==> src/rtl/program_loader_pkg.sv <==
// Shared constants and types for the boot-time program loader.
package program_loader_pkg;

    localparam int LOADER_ADDR_WIDTH = 8;
    localparam int LOADER_DATA_WIDTH = 8;

    // Start-of-frame marker; only recognised between frames.
    localparam logic [7:0] LOADER_SYNC_BYTE = 8'hA5;

    // Named view of the loader states, for debug and for code outside the loader.
    typedef enum logic [2:0] {
        LOADER_IDLE  = 3'd0,
        LOADER_LEN   = 3'd1,
        LOADER_ADDR  = 3'd2,
        LOADER_DATA  = 3'd3,
        LOADER_CSUM  = 3'd4,
        LOADER_DONE  = 3'd5,
        LOADER_ERROR = 3'd6
    } loader_state_t;

    // Plain constants with the same encodings, used by the RTL state register.
    localparam logic [2:0] ST_IDLE  = 3'd0;
    localparam logic [2:0] ST_LEN   = 3'd1;
    localparam logic [2:0] ST_ADDR  = 3'd2;
    localparam logic [2:0] ST_DATA  = 3'd3;
    localparam logic [2:0] ST_CSUM  = 3'd4;
    localparam logic [2:0] ST_DONE  = 3'd5;
    localparam logic [2:0] ST_ERROR = 3'd6;

    // A frame is in progress from the length byte up to the checksum byte.
    function automatic logic state_is_busy(input logic [2:0] st);
        return (st == ST_LEN) || (st == ST_ADDR) || (st == ST_DATA) || (st == ST_CSUM);
    endfunction

endpackage

==> src/rtl/program_loader_if.sv <==
// Byte-stream input and RAM write-port bundle between the byte source, the loader and the RAM mux.
interface program_loader_if #(
    parameter int ADDR_WIDTH = 8,
    parameter int DATA_WIDTH = 8
);
    logic [DATA_WIDTH-1:0] rx_data;
    logic                  rx_valid;
    logic                  rx_ready;
    logic                  mem_we;
    logic [ADDR_WIDTH-1:0] mem_addr;
    logic [DATA_WIDTH-1:0] mem_wdata;

    // Byte source / system side: drives the stream, observes the write port.
    modport master (
        output rx_data, rx_valid,
        input  rx_ready, mem_we, mem_addr, mem_wdata
    );

    // Loader side: consumes the stream, drives the write port.
    modport slave (
        input  rx_data, rx_valid,
        output rx_ready, mem_we, mem_addr, mem_wdata
    );
endinterface

==> src/rtl/program_loader.sv <==
// Boot loader: parses SYNC/LEN/ADDR/DATA.../CSUM frames from a byte stream, writes the
// payload into program RAM and holds the CPU in reset until a frame verifies.
module program_loader
    import program_loader_pkg::*;
#(
    parameter int ADDR_WIDTH     = LOADER_ADDR_WIDTH,
    parameter int DATA_WIDTH     = LOADER_DATA_WIDTH,  // the frame format is byte based; keep at 8
    parameter int TIMEOUT_CYCLES = 1_000_000,
    parameter int BOOT_HOLD      = 1
) (
    input  logic             clk,
    input  logic             reset,        // asynchronous, active low
    program_loader_if.slave  bus,
    output logic             cpu_reset_o,
    output logic             busy,
    output logic             load_done,
    output logic             load_error
);

    localparam int CNT_W = $clog2(TIMEOUT_CYCLES + 1);
    // Idle count value at which one more silent cycle expires the frame.
    localparam logic [CNT_W-1:0] TIMEOUT_LAST = CNT_W'(TIMEOUT_CYCLES - 1);

    logic [2:0]            state_q, state_d;
    logic [7:0]            sum_q, sum_d;
    logic [8:0]            remain_q, remain_d;     // data bytes still expected (1..256)
    logic [ADDR_WIDTH-1:0] ptr_q, ptr_d;
    logic [CNT_W-1:0]      idle_q, idle_d;
    logic                  we_q, we_d;
    logic [ADDR_WIDTH-1:0] addr_q, addr_d;
    logic [7:0]            wdata_q, wdata_d;
    logic                  cpu_rst_q, cpu_rst_d;
    logic                  done_q, done_d;
    logic                  err_q, err_d;

    logic       accept;
    logic [7:0] rx_byte;
    logic [7:0] sum_plus;

    // The loader never back-pressures the source.
    assign bus.rx_ready = 1'b1;
    assign accept       = bus.rx_valid & bus.rx_ready;
    assign rx_byte      = bus.rx_data[7:0];
    assign sum_plus     = sum_q + rx_byte;

    assign bus.mem_we    = we_q;
    assign bus.mem_addr  = addr_q;
    assign bus.mem_wdata = wdata_q;
    assign cpu_reset_o   = cpu_rst_q;
    assign busy          = state_is_busy(state_q);
    assign load_done     = done_q;
    assign load_error    = err_q;

    // Frame parser: next state, checksum, pointer, write strobe and status flags.
    always_comb begin
        state_d   = state_q;
        sum_d     = sum_q;
        remain_d  = remain_q;
        ptr_d     = ptr_q;
        idle_d    = idle_q;
        we_d      = 1'b0;
        addr_d    = addr_q;
        wdata_d   = wdata_q;
        cpu_rst_d = cpu_rst_q;
        done_d    = done_q;
        err_d     = err_q;

        if (accept) begin
            idle_d = '0;
            case (state_q)
                ST_LEN: begin
                    // A zero length byte encodes a full 256-byte payload.
                    remain_d = (rx_byte == 8'h00) ? 9'd256 : {1'b0, rx_byte};
                    sum_d    = sum_plus;
                    state_d  = ST_ADDR;
                end
                ST_ADDR: begin
                    ptr_d   = ADDR_WIDTH'(rx_byte);
                    sum_d   = sum_plus;
                    state_d = ST_DATA;
                end
                ST_DATA: begin
                    we_d     = 1'b1;
                    addr_d   = ptr_q;
                    wdata_d  = rx_byte;
                    ptr_d    = ptr_q + ADDR_WIDTH'(1);
                    sum_d    = sum_plus;
                    remain_d = remain_q - 9'd1;
                    if (remain_q == 9'd1) begin
                        state_d = ST_CSUM;
                    end
                end
                ST_CSUM: begin
                    if (sum_plus == 8'h00) begin
                        state_d   = ST_DONE;
                        done_d    = 1'b1;
                        cpu_rst_d = 1'b0;
                    end else begin
                        state_d = ST_ERROR;
                        err_d   = 1'b1;
                    end
                end
                default: begin
                    // Between frames only the sync byte matters; everything else is noise.
                    if (rx_byte == LOADER_SYNC_BYTE) begin
                        state_d   = ST_LEN;
                        sum_d     = 8'h00;
                        cpu_rst_d = 1'b1;
                        done_d    = 1'b0;
                        err_d     = 1'b0;
                    end
                end
            endcase
        end else if (state_is_busy(state_q)) begin
            // A stalled source inside a frame aborts it rather than hanging the boot.
            if (idle_q == TIMEOUT_LAST) begin
                state_d = ST_ERROR;
                err_d   = 1'b1;
                idle_d  = '0;
            end else begin
                idle_d = idle_q + CNT_W'(1);
            end
        end
    end

    // State registers; reset aborts any frame and drops a pending write.
    always_ff @(posedge clk or negedge reset) begin
        if (!reset) begin
            state_q   <= ST_IDLE;
            sum_q     <= 8'h00;
            remain_q  <= 9'd0;
            ptr_q     <= '0;
            idle_q    <= '0;
            we_q      <= 1'b0;
            addr_q    <= '0;
            wdata_q   <= 8'h00;
            cpu_rst_q <= (BOOT_HOLD != 0);
            done_q    <= 1'b0;
            err_q     <= 1'b0;
        end else begin
            state_q   <= state_d;
            sum_q     <= sum_d;
            remain_q  <= remain_d;
            ptr_q     <= ptr_d;
            idle_q    <= idle_d;
            we_q      <= we_d;
            addr_q    <= addr_d;
            wdata_q   <= wdata_d;
            cpu_rst_q <= cpu_rst_d;
            done_q    <= done_d;
            err_q     <= err_d;
        end
    end

endmodule
==> src/flat_wrapper.sv <==
// flat-port wrapper written by rule: the top's interface ports become plain ports
module program_loader_flat import program_loader_pkg::*;
#(
    parameter int ADDR_WIDTH     = LOADER_ADDR_WIDTH,
    parameter int DATA_WIDTH     = LOADER_DATA_WIDTH,                                              
    parameter int TIMEOUT_CYCLES = 1_000_000,
    parameter int BOOT_HOLD      = 1
)
  (clk, reset, cpu_reset_o, busy, load_done, load_error, bus_rx_data, bus_rx_valid, bus_rx_ready, bus_mem_we, bus_mem_addr, bus_mem_wdata);
  program_loader_if #(.ADDR_WIDTH(ADDR_WIDTH), .DATA_WIDTH(DATA_WIDTH)) bus_i ();
  input  logic clk;
  input  logic reset;
  output logic cpu_reset_o;
  output logic busy;
  output logic load_done;
  output logic load_error;
  input wire logic [$bits(bus_i.rx_data)-1:0] bus_rx_data;
  input wire logic [$bits(bus_i.rx_valid)-1:0] bus_rx_valid;
  output wire logic [$bits(bus_i.rx_ready)-1:0] bus_rx_ready;
  output wire logic [$bits(bus_i.mem_we)-1:0] bus_mem_we;
  output wire logic [$bits(bus_i.mem_addr)-1:0] bus_mem_addr;
  output wire logic [$bits(bus_i.mem_wdata)-1:0] bus_mem_wdata;
  assign bus_i.rx_data = bus_rx_data;
  assign bus_i.rx_valid = bus_rx_valid;
  assign bus_rx_ready = bus_i.rx_ready;
  assign bus_mem_we = bus_i.mem_we;
  assign bus_mem_addr = bus_i.mem_addr;
  assign bus_mem_wdata = bus_i.mem_wdata;
  program_loader #(.ADDR_WIDTH(ADDR_WIDTH), .DATA_WIDTH(DATA_WIDTH), .TIMEOUT_CYCLES(TIMEOUT_CYCLES), .BOOT_HOLD(BOOT_HOLD)) u_core (.clk(clk), .reset(reset), .bus(bus_i), .cpu_reset_o(cpu_reset_o), .busy(busy), .load_done(load_done), .load_error(load_error));
endmodule
==> config.mk <==
export PLATFORM = sky130hd
export DESIGN_NAME = program_loader_flat
export DESIGN_NICKNAME = d
export VERILOG_FILES = /design/src/rtl/program_loader_pkg.sv /design/src/rtl/program_loader_if.sv /design/src/rtl/program_loader.sv /design/src/flat_wrapper.sv
export SDC_FILE = /design/constraint.sdc
export NUM_CORES = 1
export LEC_CHECK = 0
export ABC_AREA = 1
export CORE_ASPECT_RATIO = 1.4
export CORE_UTILIZATION = 40
export CTS_BUF_LIST = sky130_fd_sc_hd__clkbuf_4 sky130_fd_sc_hd__clkbuf_8 sky130_fd_sc_hd__clkbuf_16
export CTS_CLUSTER_DIAMETER = 120
export DETAILED_ROUTE_END_ITERATION = 12
export GPL_TIMING_DRIVEN = 0
export PLACE_DENSITY = 0.57
export SETUP_SLACK_MARGIN = 0.1
export SYNTH_ARGS = -nofsm -noshare
export SYNTH_HDL_FRONTEND = slang
export SYNTH_SLANG_ARGS = --single-unit
==> constraint.sdc <==
create_clock -name clk -period 3.8 [get_ports clk]
set_clock_uncertainty 0.15 [all_clocks]
set_input_delay 0.76 -clock clk [delete_from_list [all_inputs] [get_ports clk]]
set_output_delay 0.76 -clock clk [all_outputs]
set_load 0.03 [all_outputs]
==> out/summary.md, run 1 <==
* result of the run: completed
* share of the clock period used by the worst path: 78.4%
* number of distinct library cells after synthesis: 38
* number of enable-type register cells in the synthesized netlist: 0
* final number of hold-violating endpoints: 0
* initial antenna violation count: 0
* area inside the core boundary: 9560 um2
* Mean Syn Cell Area: 7.49 um2
* launching instance or port of the critical path: u_core.state_q[0]
* clock buffers created by TritonCTS: 9
* total global routing track utilization: 19.8%
* cell area reported after detailed placement: 4470 um2
* WP data arrival: 2.07 ns
* total number of placement rows: 42
* crit path capture type: primary output
* worst rel slew slack: 40.5%
* top cell type's share of synthesized area: 42.0%
* GR Layer Usage met1: 21.9%
* clk root buf: sky130_fd_sc_hd__clkbuf_16
* Crit Path Category: flip-flop to primary output
* number of max-cap violations: 0
* minimum clock period: 2.98 ns
* setup repair after global routing missed its margin: no
* number of nets with antenna violations after routing: 0
* achievable frequency: 336 MHz
* cell area after technology mapping: 3990 um2
* Die ar.: 10400 um2
* remaining global-route overflow: 0
* ratio of total power to cell area: 736 nW/um2
* post-detailed-route wirelength per cell: 13.1 um
* worst slack, placed: 0.524 ns
* launch instance of the worst register-to-register path: u_core.sum_q[0]
* max-slew violation count: 0
* Initial DRC Count: 202
* endpoint of the lowest-slack register-to-register path: u_core.load_done
* largest buffer count on any clock path: 2
* share of cells above drive strength 1: 9.67%
* most frequent cells after synthesis: sky130_fd_sc_hd__nand2_1 (145), sky130_fd_sc_hd__inv_1 (78), sky130_fd_sc_hd__dfrtp_1 (67)
* Async SR Flop Fraction: 100%
* per-cell via count in the routed design: 4.88
* number of inserted diodes: 0
* static power due to leakage: 2.32 nW
* worst hold path type: flip-flop to flip-flop
* area growth from synthesis to final layout: 19.6%
* Req. time, crit path: 2.89 ns
* first drt pass iteration count: 5
* clock slew seen by the registers of the worst setup and hold paths: 0.05 ns
* clock latency on the worst-skew pair: 0.33 ns
* CTS H-tree lvls: 3
* TritonCTS clock tree: built
* Worst Setup Start Kind: flip-flop
* global placer's final weighted congestion: 0.850
* hold buffer count at CTS: 0
* number of nets at the end of the flow: 598
* count of port buffers added during placement: 31
* Most Used Layer, Global Route: met2
* cell with the most instances after synthesis: sky130_fd_sc_hd__nand2_1
* maximum number of pins on one net before global-route repair: 69
* FF+latch count, synth: 68
* die width: 86.5 um
* met2 Use GR: 37.0%
* library cell with the largest summed area after synthesis: sky130_fd_sc_hd__dfrtp_1
* CTS sink count: 68
* Finished Layout Cells: 711
* post-CTS resize count: 0
* die height: 120 um
* most used flip-flop cell after synthesis: sky130_fd_sc_hd__dfrtp_1
* part of the Yosys area used for sequential elements: 42.6%
* Worst Slack Setup Final: 0.823 ns
* global-route wire length before repair: 15800 um
* Post-Synthesis Net Count: 556
* met3 track demand over resource in global routing: 3.21%
* total via count in the routed design: 3473
* transition time at the pin with the least slew margin: 0.892 ns
* number of ports placed on the die boundary: 33
* HPWL reported at the end of detailed placement: 6920 um
* final setup violating endpoints: 0
* number of buffers added for setup after CTS: 0
* peak supply drop: 0.284 mV
* Syn. warnings: 0
* sum of routed wire length over all layers: 9310 um
* core utilization of the finished layout: 50.0%
* TNS Setup: 0 ns
* number of standard cells after synthesis: 533
* starting utilization of the core area: 41.8%
* Finished Cell Area: 4780 um2
* cells taking the most area after synthesis: sky130_fd_sc_hd__dfrtp_1 (42%), sky130_fd_sc_hd__nand2_1 (14%), sky130_fd_sc_hd__inv_1 (7.3%)
* DRC violation count after routing: 0
* reg2reg path depth: 13
* vias in the first global route: 3345
* CP Capture Point: busy
* Worst R2R Setup Slack: 1.55 ns
* Cells after DPL: 696
* highest net fanout along the worst path: 5
critical path, stage by stage, from the launching register on:
cell	delay, ns
sky130_fd_sc_hd__dfrtp_1	0.44
sky130_fd_sc_hd__inv_2	0.15
sky130_fd_sc_hd__nor2_4	0.05
sky130_fd_sc_hd__nor2_2	0.19
sky130_fd_sc_hd__inv_2	0.08
sky130_fd_sc_hd__nor2_4	0.13
sky130_fd_sc_hd__inv_1	0.10
sky130_fd_sc_hd__clkdlybuf4s50_1	0.60
logic make-up after synthesis:
group           Yosys count  synth area share (%)
flops                    68                  42.6
compound gates           89                  12.8
buf+inv                  94                  9.99
fa+ha+maj                12                  3.95
other cells               1                0.0939
simple gates            261                  28.8
xor+xnor                  8                  1.75
power by group:
group | total (mW) | internal, mW | switching (mW) | leakage (nW)
clock network | 0.864 | 0.573 | 0.291 | 0.156
logic | 1.52 | 0.570 | 0.947 | 1.31
registers | 1.14 | 0.968 | 0.169 | 0.863
stage by stage:
stage                     hold WS, ns  power [mW]
after detailed placement        0.306        2.67
after floorplan                 0.314        2.21
after global routing            0.338        3.81
final                           0.313        3.52
after CTS                       0.314        3.56
after global placement          0.304        2.65
worst min path at each step:
stage,startpoint,end,cells after the start
6_report,u_core.cpu_reset_o,u_core.cpu_reset_o,2
5_1_grt,u_core.cpu_reset_o,u_core.cpu_reset_o,2
4_1_cts,u_core.cpu_reset_o,u_core.cpu_reset_o,2
3_5_place_dp,u_core.cpu_reset_o,u_core.cpu_reset_o,2
3_3_place_gp,u_core.cpu_reset_o,u_core.cpu_reset_o,2
2_1_floorplan,reset,u_core.bus.mem_addr[0],0
state kept, by name (all words and copies together), names as in the netlist:
signal                count
u_core.ptr_q              8
u_core.cpu_reset_o        1
u_core.sum_q              8
u_core.bus.mem_we         1
u_core.remain_q           9
u_core.load_error         1
u_core.bus.mem_wdata      8
u_core.bus.mem_addr       8
u_core.idle_q            20
u_core.state_q            3
u_core.load_done          1
cells in the final DEF, fill, tap and decap left out, drive strengths merged:
cell type,synthesis,routed
a211oi,1,1
a21boi,2,2
a21oi,21,21
a22oi,6,6
a31oi,2,2
buf,8,9
bufinv,0,1
clkbuf,2,16
clkdlybuf4s50,0,30
conb,1,1
dfrtp,67,67
dfstp,1,1
fa,1,1
ha,11,11
inv,84,84
nand2,151,151
nand3,27,27
nand3b,1,1
nand4,12,12
nor2,56,56
nor3,12,12
nor3b,1,1
nor4,1,1
o211a,1,1
o21ai,45,45
o22ai,11,11
xnor2,2,2
xor2,6,6
cell type report:
type	count	area (um2)
fill	976	4790
buffer	10	83.8
sequential	68	1700
tap	132	165
clock inverter	1	30.0
inverter	84	315
clock buffer	14	282
timing repair buffer	31	308
multi-input combinational	371	1890
per-layer routing:
layer / wire length, um / vias up / share of wire, %
li1: - / 1799 / -
met1: 3890 / 1609 / 42
met2: 4930 / 54 / 53
met3: 302 / 11 / 3.2
met4: 180 / 0 / 1.9
met5: 0 / - / 0
Note: power is estimated with default switching activity, not from simulation.
==> inputs of run 2 (changes only) <==
Clock period 3.8 ns to 2.8 ns, I/O delays scaled along.
==> run 2 against run 1 <==
Flip-flop and latch count is the same. Total power is 36% higher. Global-route usage unchanged. Non-clock buffer count stayed put. Critical path depth unchanged.
==> out/summary.md, run 2 (same netlist as run 1, synthesis figures left out) <==
* final number of hold-violating endpoints: 0, unchanged
* transition time at the pin with the least slew margin: 0.895 ns, +0.00278 ns
* area growth from synthesis to final layout: 20.0%
* CTS sink count: 68, unchanged
* TritonCTS clock tree: built
* total global routing track utilization: 19.8%, unchanged
* total via count in the routed design: 3460, -0.37%
* slowest stage cell on the critical path: sky130_fd_sc_hd__dfrtp_1
* Critical Path, Cell by Cell: inv_2 -> nor2_4 -> nor2_2 -> inv_2 -> nor2_4 -> inv_1 -> dlygate4sd2_1
* largest buffer count on any clock path: 2, unchanged
* worst rel slew slack: 40.3%, -0.19 points
* worst hold path type: input port to asynchronous set/reset pin
* hold buffer count at CTS: 0, unchanged
* launching instance or port of the critical path: u_core.state_q[0]
* worst slack, placed: -0.276 ns, -0.800 ns
* power share of the clock group: 24.5%, about the same
* Worst R2R Setup Slack: 0.55 ns, -1.00 ns
* share of cells above drive strength 1: 9.84%, +0.17 points
* most frequent standard cell in the layout excluding fill and tap cells: sky130_fd_sc_hd__nand2_1
* maximum number of pins on one net before global-route repair: 69, unchanged
* Initial DRC Count: 209, +3.5%
* area inside the core boundary: 9560 um2, unchanged
* most frequent cells in the layout: sky130_fd_sc_hd__nand2_1 (145), sky130_fd_sc_hd__inv_1 (78), sky130_fd_sc_hd__dfrtp_1 (67), sky130_fd_sc_hd__nor2_1 (47), sky130_fd_sc_hd__o21ai_0 (37)
* CTS H-tree lvls: 3, unchanged
* clock buffers created by TritonCTS: 9, unchanged
* die width: 86.5 um, unchanged
* clock latency on the worst-skew pair: 0.33 ns, about the same
* achievable frequency: 395 MHz
* Worst Slack Setup Final: 0.269 ns, -0.554 ns
* number of ports placed on the die boundary: 33, unchanged
* per-cell via count in the routed design: 4.87, -0.37%
* number of inserted diodes: 0, unchanged
* Worst Setup Start Kind: flip-flop
* share of the clock period used by the worst path: 90.4%
* WP data arrival: 1.82 ns, -0.25 ns
* setup repair after global routing missed its margin: no
* DRC violation count after routing: 0, unchanged
* sum of routed wire length over all layers: 9270 um, -0.39%
* register bank with the most flops: u_core.idle_q
* clk root buf: sky130_fd_sc_hd__clkbuf_16
* number of nets at the end of the flow: 598, unchanged
* Crit Path Category: flip-flop to primary output
* Largest stage delay, worst path: 0.44 ns, -0.16 ns
* Largest regs: u_core.idle_q (20), u_core.remain_q (9)
* initial antenna violation count: 0, unchanged
* launch instance of the worst register-to-register path: u_core.sum_q[0]
* number of nets with antenna violations after routing: 0, unchanged
* ratio of total power to cell area: 997 nW/um2, +35%
* count of port buffers added during placement: 31, unchanged
* die height: 120 um, unchanged
* global placer's final weighted congestion: 0.850, unchanged
* result of the run: completed
* highest net fanout along the worst path: 5, unchanged
* vias in the first global route: 3345, unchanged
* post-detailed-route wirelength per cell: 13.0 um, -0.39%
* HPWL reported at the end of detailed placement: 6920 um, unchanged
* internal power summed over all cells: 2.87 mW, +36%
* Sw Pwr: 1.91 mW, +36%
* crit path capture type: primary output
* static power due to leakage: 2.34 nW, +0.53%
* relative contribution of sequential cells to total power: 32.4%, about the same
* TNS Setup: 0 ns, unchanged
* number of buffers added for setup after CTS: 0, unchanged
* Hold WS: 0.191 ns, -0.122 ns
* combinational cell fraction of total power: 43.1%, about the same
* Total Power Consumption: 4.77 mW, +36%
* Req. time, crit path: 2.09 ns, -0.80 ns
* reg2reg path depth: 13, unchanged
* final setup violating endpoints: 0, unchanged
* endpoint of the lowest-slack register-to-register path: u_core.load_done
* minimum clock period: 2.53 ns
* CP Capture Point: busy
* clock slew seen by the registers of the worst setup and hold paths: 0.05 ns, about the same
* flip-flop count of the largest register, all copies and words added: 20, unchanged
* Die ar.: 10400 um2, unchanged
* starting utilization of the core area: 41.8%, unchanged
* peak supply drop: 0.385 mV, +36%
* remaining global-route overflow: 0, unchanged
* first drt pass iteration count: 4, -1
* post-CTS resize count: 2, +2
* max-slew violation count: 0, unchanged
* global-route wire length before repair: 15800 um, unchanged
* total number of placement rows: 42, unchanged
* number of max-cap violations: 0, unchanged
* share of total power consumed by net switching: 40.0%, about the same
## run 2: cell types whose count changed in the layout (fill, tap and decap cells not counted)
cell,previous run,this run
sky130_fd_sc_hd__clkdlybuf4s50_1,30,27
sky130_fd_sc_hd__dlygate4sd2_1,0,2
sky130_fd_sc_hd__dlymetal6s2s_1,0,1
sky130_fd_sc_hd__ha_1,11,10
sky130_fd_sc_hd__ha_4,0,1
## run 2: layout make-up
cell class,instances,area (um2)
Buffer,10,83.8
Multi-Input combinational cell,371,1900
Sequential cell,68,1700
Clock buffer,14,282
Fill cell,978,4770
Timing Repair Buffer,31,308
Inverter,84,315
Clock inverter,1,30.0
Tap cell,132,165
## run 2: per-layer routing
layer / vias to the layer above / global-route usage (%) / part of all wire [%]
li1: 1802 / - / -
met1: 1597 / 21.9 / 42
met2: 51 / 37.0 / 53
met3: 10 / 3.21 / 3.1
met4: 0 / 8.23 / 1.8
met5: - / 0 / 0
## run 2: power by group through the flow
stage / sequential [mW] / clock, mW / combinational, mW
2_1_floorplan: 1.75 / 0 / 1.25
3_3_place_gp: 1.55 / 0 / 2.04
3_5_place_dp: 1.56 / 0 / 2.07
4_1_cts: 1.55 / 1.20 / 2.07
5_1_grt: 1.60 / 1.24 / 2.33
6_report: 1.55 / 1.17 / 2.06
## run 2: how the worst min path moves through the flow
| stage | depth (start not counted) | end | slack (ns) | startpoint |
|---|---|---|---|---|
| 3_5_place_dp | 2 | u_core.cpu_reset_o | 0.31 | u_core.cpu_reset_o |
| 3_3_place_gp | 2 | u_core.cpu_reset_o | 0.30 | u_core.cpu_reset_o |
| 5_1_grt | 1 | u_core.ptr_q[7] | 0.29 | reset |
| 6_report | 1 | u_core.bus.mem_addr[7] | 0.19 | reset |
| 4_1_cts | 1 | u_core.ptr_q[7] | 0.25 | reset |
| 2_1_floorplan | 0 | u_core.bus.mem_addr[0] | 0.11 | reset |
## run 2: per-stage QoR
stage | utilization [%] | instance area, um2 | std cells
after CTS | 49.9 | 4780 | 711
after floorplan | - | 3990 | 533
after global placement | 46.7 | 4470 | 696
after global routing | 50.1 | 4790 | 711
final | 50.1 | 4790 | 711
after detailed placement | 46.7 | 4470 | 696
## run 2: critical path: cells and delay by family (launching register included)
family,cells,cell delay [ns]
DFF,1,0.44
buffers and inverters,4,0.68
and+or+nand+nor,3,0.37
